## config.mk

```make
export PLATFORM = sky130hd
export DESIGN_NAME = regfile_write_arbiter
export DESIGN_NICKNAME = d
export VERILOG_FILES = /design/src/rtl/regfile_write_arbiter.sv
export SDC_FILE = /design/constraint.sdc
export NUM_CORES = 1
export LEC_CHECK = 0
export ABC_AREA = 1
export BUFFER_PORTS_ARGS = -buffer_cell sky130_fd_sc_hd__buf_2
export CELL_PAD_IN_SITES_DETAIL_PLACEMENT = 1
export CELL_PAD_IN_SITES_GLOBAL_PLACEMENT = 2
export CORE_MARGIN = 2
export CORE_UTILIZATION = 24
export CTS_CLUSTER_SIZE = 24
export DETAILED_ROUTE_END_ITERATION = 8
export PLACE_DENSITY_LB_ADDON = 0.3
export SYNTH_ARGS = -nofsm -noshare
export SYNTH_HDL_FRONTEND = slang
export SYNTH_SLANG_ARGS = --single-unit
```

## constraint.sdc

```tcl
create_clock -name clk -period 4.2 [get_ports clk]
set_input_delay 0.42 -clock clk [delete_from_list [all_inputs] [get_ports clk]]
set_output_delay 0.42 -clock clk [all_outputs]
set_load 0.05 [all_outputs]
```

## src/rtl/regfile_write_arbiter.sv

```systemverilog
// Two-requester write arbiter in front of a register file write port, with stall hold.
// Define ROUND_ROBIN_EN for a toggling priority pointer; otherwise req1 wins contention.
module regfile_write_arbiter #(
  parameter int DATA_W = 64,
  parameter int ADDR_W = 5
) (
  input  logic              clk,
  input  logic              reset,
  input  logic              req0Valid,
  input  logic [ADDR_W-1:0] req0Register,
  input  logic [DATA_W-1:0] req0Data,
  output logic              req0Ready,
  input  logic              req1Valid,
  input  logic [ADDR_W-1:0] req1Register,
  input  logic [DATA_W-1:0] req1Data,
  output logic              req1Ready,
  input  logic              writeStall,
  output logic              regWrite,
  output logic [ADDR_W-1:0] writeRegister,
  output logic [DATA_W-1:0] writeData,
  output logic              busy
);

  typedef enum logic {IDLE, HOLD} state_t;

  state_t            state, state_next;
  logic              can_accept;
  logic              both_valid;
  logic              same_reg;
  logic              contended;
  logic              pick1;
  logic              accept;
  logic              wr_accept;
  logic [ADDR_W-1:0] acc_reg;
  logic [DATA_W-1:0] acc_data;

`ifdef ROUND_ROBIN_EN
  logic prio_ptr;

  always_ff @(posedge clk or posedge reset) begin
    if (reset) prio_ptr <= 1'b0;
    else if (contended) prio_ptr <= ~prio_ptr;
  end

  assign pick1 = prio_ptr;
`else
  assign pick1 = 1'b1;
`endif

  // NOTE: every signal driven here gets a default first so no path leaves it unassigned (no latch).
  always_comb begin
    state_next = state;
    can_accept = 1'b0;
    req0Ready  = 1'b0;
    req1Ready  = 1'b0;
    both_valid = req0Valid && req1Valid;
    same_reg   = (req0Register == req1Register);

    // A pending write that the register file refuses must not be overwritten.
    if (state == IDLE) can_accept = !reset && !(regWrite && writeStall);

    if (can_accept) begin
      if (both_valid && same_reg) begin
        req0Ready = 1'b1;
        req1Ready = 1'b1;
      end else if (both_valid) begin
        req0Ready = !pick1;
        req1Ready = pick1;
      end else begin
        req0Ready = req0Valid;
        req1Ready = req1Valid;
      end
    end

    contended = can_accept && both_valid && !same_reg;
    accept    = req0Ready || req1Ready;
    // On a coalesced write req1 is the younger value, so it takes precedence.
    acc_reg   = req1Ready ? req1Register : req0Register;
    acc_data  = req1Ready ? req1Data : req0Data;
    wr_accept = accept && (acc_reg != '0);

    case (state)
      IDLE:    if (writeStall && (regWrite || wr_accept)) state_next = HOLD;
      HOLD:    if (!writeStall) state_next = IDLE;
      default: state_next = IDLE;
    endcase
  end

  // NOTE: sequential state uses non-blocking assignments so every register samples pre-edge values.
  always_ff @(posedge clk or posedge reset) begin
    if (reset) state <= IDLE;
    else       state <= state_next;
  end

  always_ff @(posedge clk or posedge reset) begin
    if (reset) begin
      regWrite      <= 1'b0;
      writeRegister <= '0;
      writeData     <= '0;
    end else begin
      regWrite <= wr_accept || (regWrite && writeStall);
      if (wr_accept) begin
        writeRegister <= acc_reg;
        writeData     <= acc_data;
      end
    end
  end

  assign busy = (state == HOLD);

endmodule

```

* Word-level counts from Yosys, hierarchy flattened
Index checks and enable logic that the tools add are counted.
W data, S select, Z words.
** Cells by class
- Equal/unequal tests :: 1
- Muxes and demuxes :: 12
- Bitwise gates (word level) :: 1
- Reduce and logical (&&, ||, !) cells :: 12
** Operator list (count)
- $mux W64 :: 1
- $mux W1 :: 9
- $logic_and A1 B1 Y1 :: 6
- $eq A5 B5 Y1 :: 1
- $mux W5 :: 1
- $reduce_bool A5 Y1 :: 1
- $logic_or A1 B1 Y1 :: 3
- $logic_not A1 Y1 :: 2
- $pmux W1 S2 :: 1
- $not A1 Y1 :: 1
** Word-level totals
- Register bits after elaboration :: 71
- Bits of input ports :: 143
- Output and inout port bits :: 73
- Logic and storage cells :: 30

* Longest topological paths before layout
- Depth after elaboration :: 12
- Gate-level depth with buffers :: 11
- Gate-level depth less buffers :: 9

* Worst setup path before layout
No wires, ideal clock.
- Path kind :: register -> output
- Start point :: reg state, in the netlist busy
- End point :: out req0Ready
- Arrival :: 1.748 ns
- Data required time :: 3.780 ns
- Slack :: 2.032 ns
- Cell stages (with the launch flop) :: 6
- Path buffers :: 0
- Cells stage by stage :: dfrtp_1 > nor2_4 > nand2_1 > inv_1 > nand2_1 > a21oi_1
** On the way
- Cells in the longest elaborated chain, start to end :: 2
** Ends and longest elaborated chain
- start, declared :: RTL line 26 : state_t state, state_next;
- start signal, assigned :: RTL line 92 : else state <= state_next;
- $mux W1 :: RTL line 60 : if (state == IDLE) can_accept = !reset && !(regWrite && writeStall);
- $mux W1 :: RTL line 62 : if (can_accept) begin
- end, declared :: RTL line 12 : output logic req0Ready,
Every way passes these cells.

* Final worst setup path
- Start point :: reg state, in the netlist busy
- End point :: out req1Ready
** On the way
- Cells in the longest elaborated chain, start to end :: 2
** Ends and longest elaborated chain
- $mux W1 :: RTL line 60
- $mux W1 :: RTL line 62
- end, declared :: RTL line 16 : output logic req1Ready,
Every way passes these cells.

==> impl_metrics.yaml <==
logic_synthesis:
  ys_seq_elements: 71
  ys_types: 23
  synthAdderAreaFrac_pct: 0
  synth.area.top_cells: "dfrtp_1 (46%), nand2_1 (34%), nand3_1 (8.7%)"
  synth_xor_xnor_area_share_pct: 0.911
  seq_area_frac_synth_pct: 46.2
  synth_mux_area_share_pct: 0
  synth-compound-area-share_pct: 0.813
  ys_warn_count: 0
  mappedNetlistNets: 705
  syn_inst: 562
  synth_top_area_share_pct: 46.2
  synthesis.area_um2: 3850
  syn_avg_cell_area_um2: 6.84
  yosysTopAreaCell: "dfrtp_1"
  synthSimpleGateAreaFrac_pct: 45.1
  synth_top_family_by_area: "simple AND/OR/NAND/NOR gates"
drt:
  avgRoutedWirePerCell_um: 13.5
  drtIter0Drc: 140
  drtAntennaViolNets: 0
  drc: 0
  vias_per_cell: 4.27
  vias: 4168
  drt_wl_total_um: 13200
  drtPass1Iterations: 4
sta:
  relSlewSlack_pct: 15.7
  finalSetupViolations: 0
  skew_ps: 2.62
  rsz0062_at_grt: "false"
  drv_slew: 0
  final_hold_viol_count: 0
  finalSetupTns_ps: 0
  min_period_ps: 2890
  fmax_mhz: 346
  finalCritPeriodShare_pct: 68.7
  worst_pin_slew_ps: 1260
  fin_ws_ps: 1310
global_route:
  overflow: 0
  grt_max_degree: 70
  grt_busiest_layer: "met2"
  grtUsageMet1_pct: 18.3
  met3_usage_pct: 5.74
  met2_usage_pct: 27.8
  grt_use_total_pct: 15.6
  grt_pass1_wl_um: 21000
  antenna_found_initial: 0
  grt_pass1_vias: 4356
layout:
  area_delta_synth_final_pct: 39.6
  layout_common_cells: "nand2_1 (346), buf_2 (215), dfrtp_1 (71), nand3_1 (67), inv_1 (14)"
  nets: 899
  layout_commonest_cell: "nand2_1"
  n_antenna_cell: 0
  design_area_um2: 5370
  drive_gt1_share_pct: 32.1
floorplanning:
  io_pins: 216
  coreArea_um2: 15800
  floorplan.initialDensity_pct: 24.4
  dieWidth_um: 131
  rows: 46
  die_y_um: 131
  fp.dieArea_um2: 17100
hold_path:
  holdCritPathClass: "primary input to async pin"
critical_path:
  path_class: "register to output port"
  critPathRequiredTime_ps: 3780
  cp-start-kind: "register"
  r2r_cells: 8
  crit_path_end_kind: "output port"
  arrival_ps: 2470
  cp_max_fo: 52
power_and_ir_drop:
  irDropWorstVdd_mv: 0.204
  power_per_cell_area_nw_per_um2: 594
  seq_power_share_pct: 30.8
  p_switching_w: 0.00147
  p_leak_nw: 3.27
  p_comb_share_pct: 43.5
  pwr-share-clk_pct: 25.7
  finalPower_w: 0.00319
  swShare_pct: 46.1
  intPower_w: 0.00172
place:
  pre_cts_ws_ps: 1350
  io_buffer_count: 215
  dp_hpwl_um: 9700
  place_area_um2: 5050
  globalplace.congestion: 0.761
cts:
  htreeDepth: 3
  insertion_delay_ps: 330
  postCtsResizedCells: 0
  cts.clk_slew.worst_paths_ps: 50
  cts_tree: "done"
  postCtsSetupRepairBufs: 0
  cts_made_buffers: 9
  cts_buffer_depth: 2
  cts_hold_buf: 0
  cts_sinks: 71
  cts_root_buf: "clkbuf_16"
outcome:
  outcome: "finished, final reports clean"
job:
  cap_violations: 0
-- cell families after synthesis --
family | after synthesis
buffers and inverters | 53
flip-flops | 71
AO/OA/AOI/OAI | 5
XOR/XNOR | 4
AND/OR/NAND/NOR | 429
-- power groups by stage --
stage / registers [W] / logic [W] / clock network, W
floorplan: 0.00168 / 0.000318 / 0
global placement: 0.000992 / 0.00139 / 0
detailed placement: 0.000997 / 0.00141 / 0
CTS: 0.000988 / 0.00141 / 0.000845
global route: 0.00101 / 0.00150 / 0.000882
finish: 0.000983 / 0.00139 / 0.000820
-- critical path: stages (launching register included) --
cell	delay (ps)
dfrtp_1	410
nor2_4	200
nand3_4	330
inv_2	770
buf_2	400
-- area by class of cell --
| class | count | area [µm²] |
|---|---|---|
| clock buffers | 10 | 239 |
| inverters | 17 | 65.1 |
| repair buffers | 219 | 1120 |
| flip-flops and latches | 71 | 1780 |
| clock inverters | 6 | 83.8 |
| well taps | 216 | 270 |
| multi-input cells | 438 | 1820 |
| fillers | 2074 | 10400 |
-- synthesized netlist by cell type --
master,number
a21oi_1,2
buf_1,3
buf_2,16
buf_4,5
buf_6,4
clkbuf_1,8
dfrtp_1,71
inv_1,16
inv_2,1
nand2_1,347
nand2_2,1
nand3_1,67
nand3_4,1
nand3b_1,1
nand4_1,5
nor2_1,5
nor2_4,1
nor3_1,1
o21ai_0,1
o21ai_2,1
o21bai_1,1
xnor2_1,3
xor2_1,1
-- final timing paths --
path	from	to	slack, ps
worst max-delay path	busy	req1Ready	1310
worst min-delay path	reset	busy	170
worst max register to register	busy	writeRegister[4]	1490
worst min register to register	writeData[7]	writeData[7]	470
max in group asynchronous	reset	writeRegister[0]	3110
min in group clk	writeStall	busy	310
-- per-stage QoR --
stage	instances	hold slack, ps	utilization, %
after floorplan	562	523	-
after global placement	961	448	32.0
after detailed placement	961	455	32.0
after CTS	977	185	34.0
after global routing	977	204	34.0
final	977	169	34.0
-- state kept, by name, summed over array words and instances (netlist names) --
signal / count
busy: 1
writeRegister: 5
writeData: 64
regWrite: 1
-- per-layer routing --
metal,vias to the layer above,part of all wire (%)
li1,2120,-
met1,1904,43
met2,135,48
met3,9,8.6
met4,0,0.73
met5,-,0
Note: power is estimated with default switching activity, not from simulation.
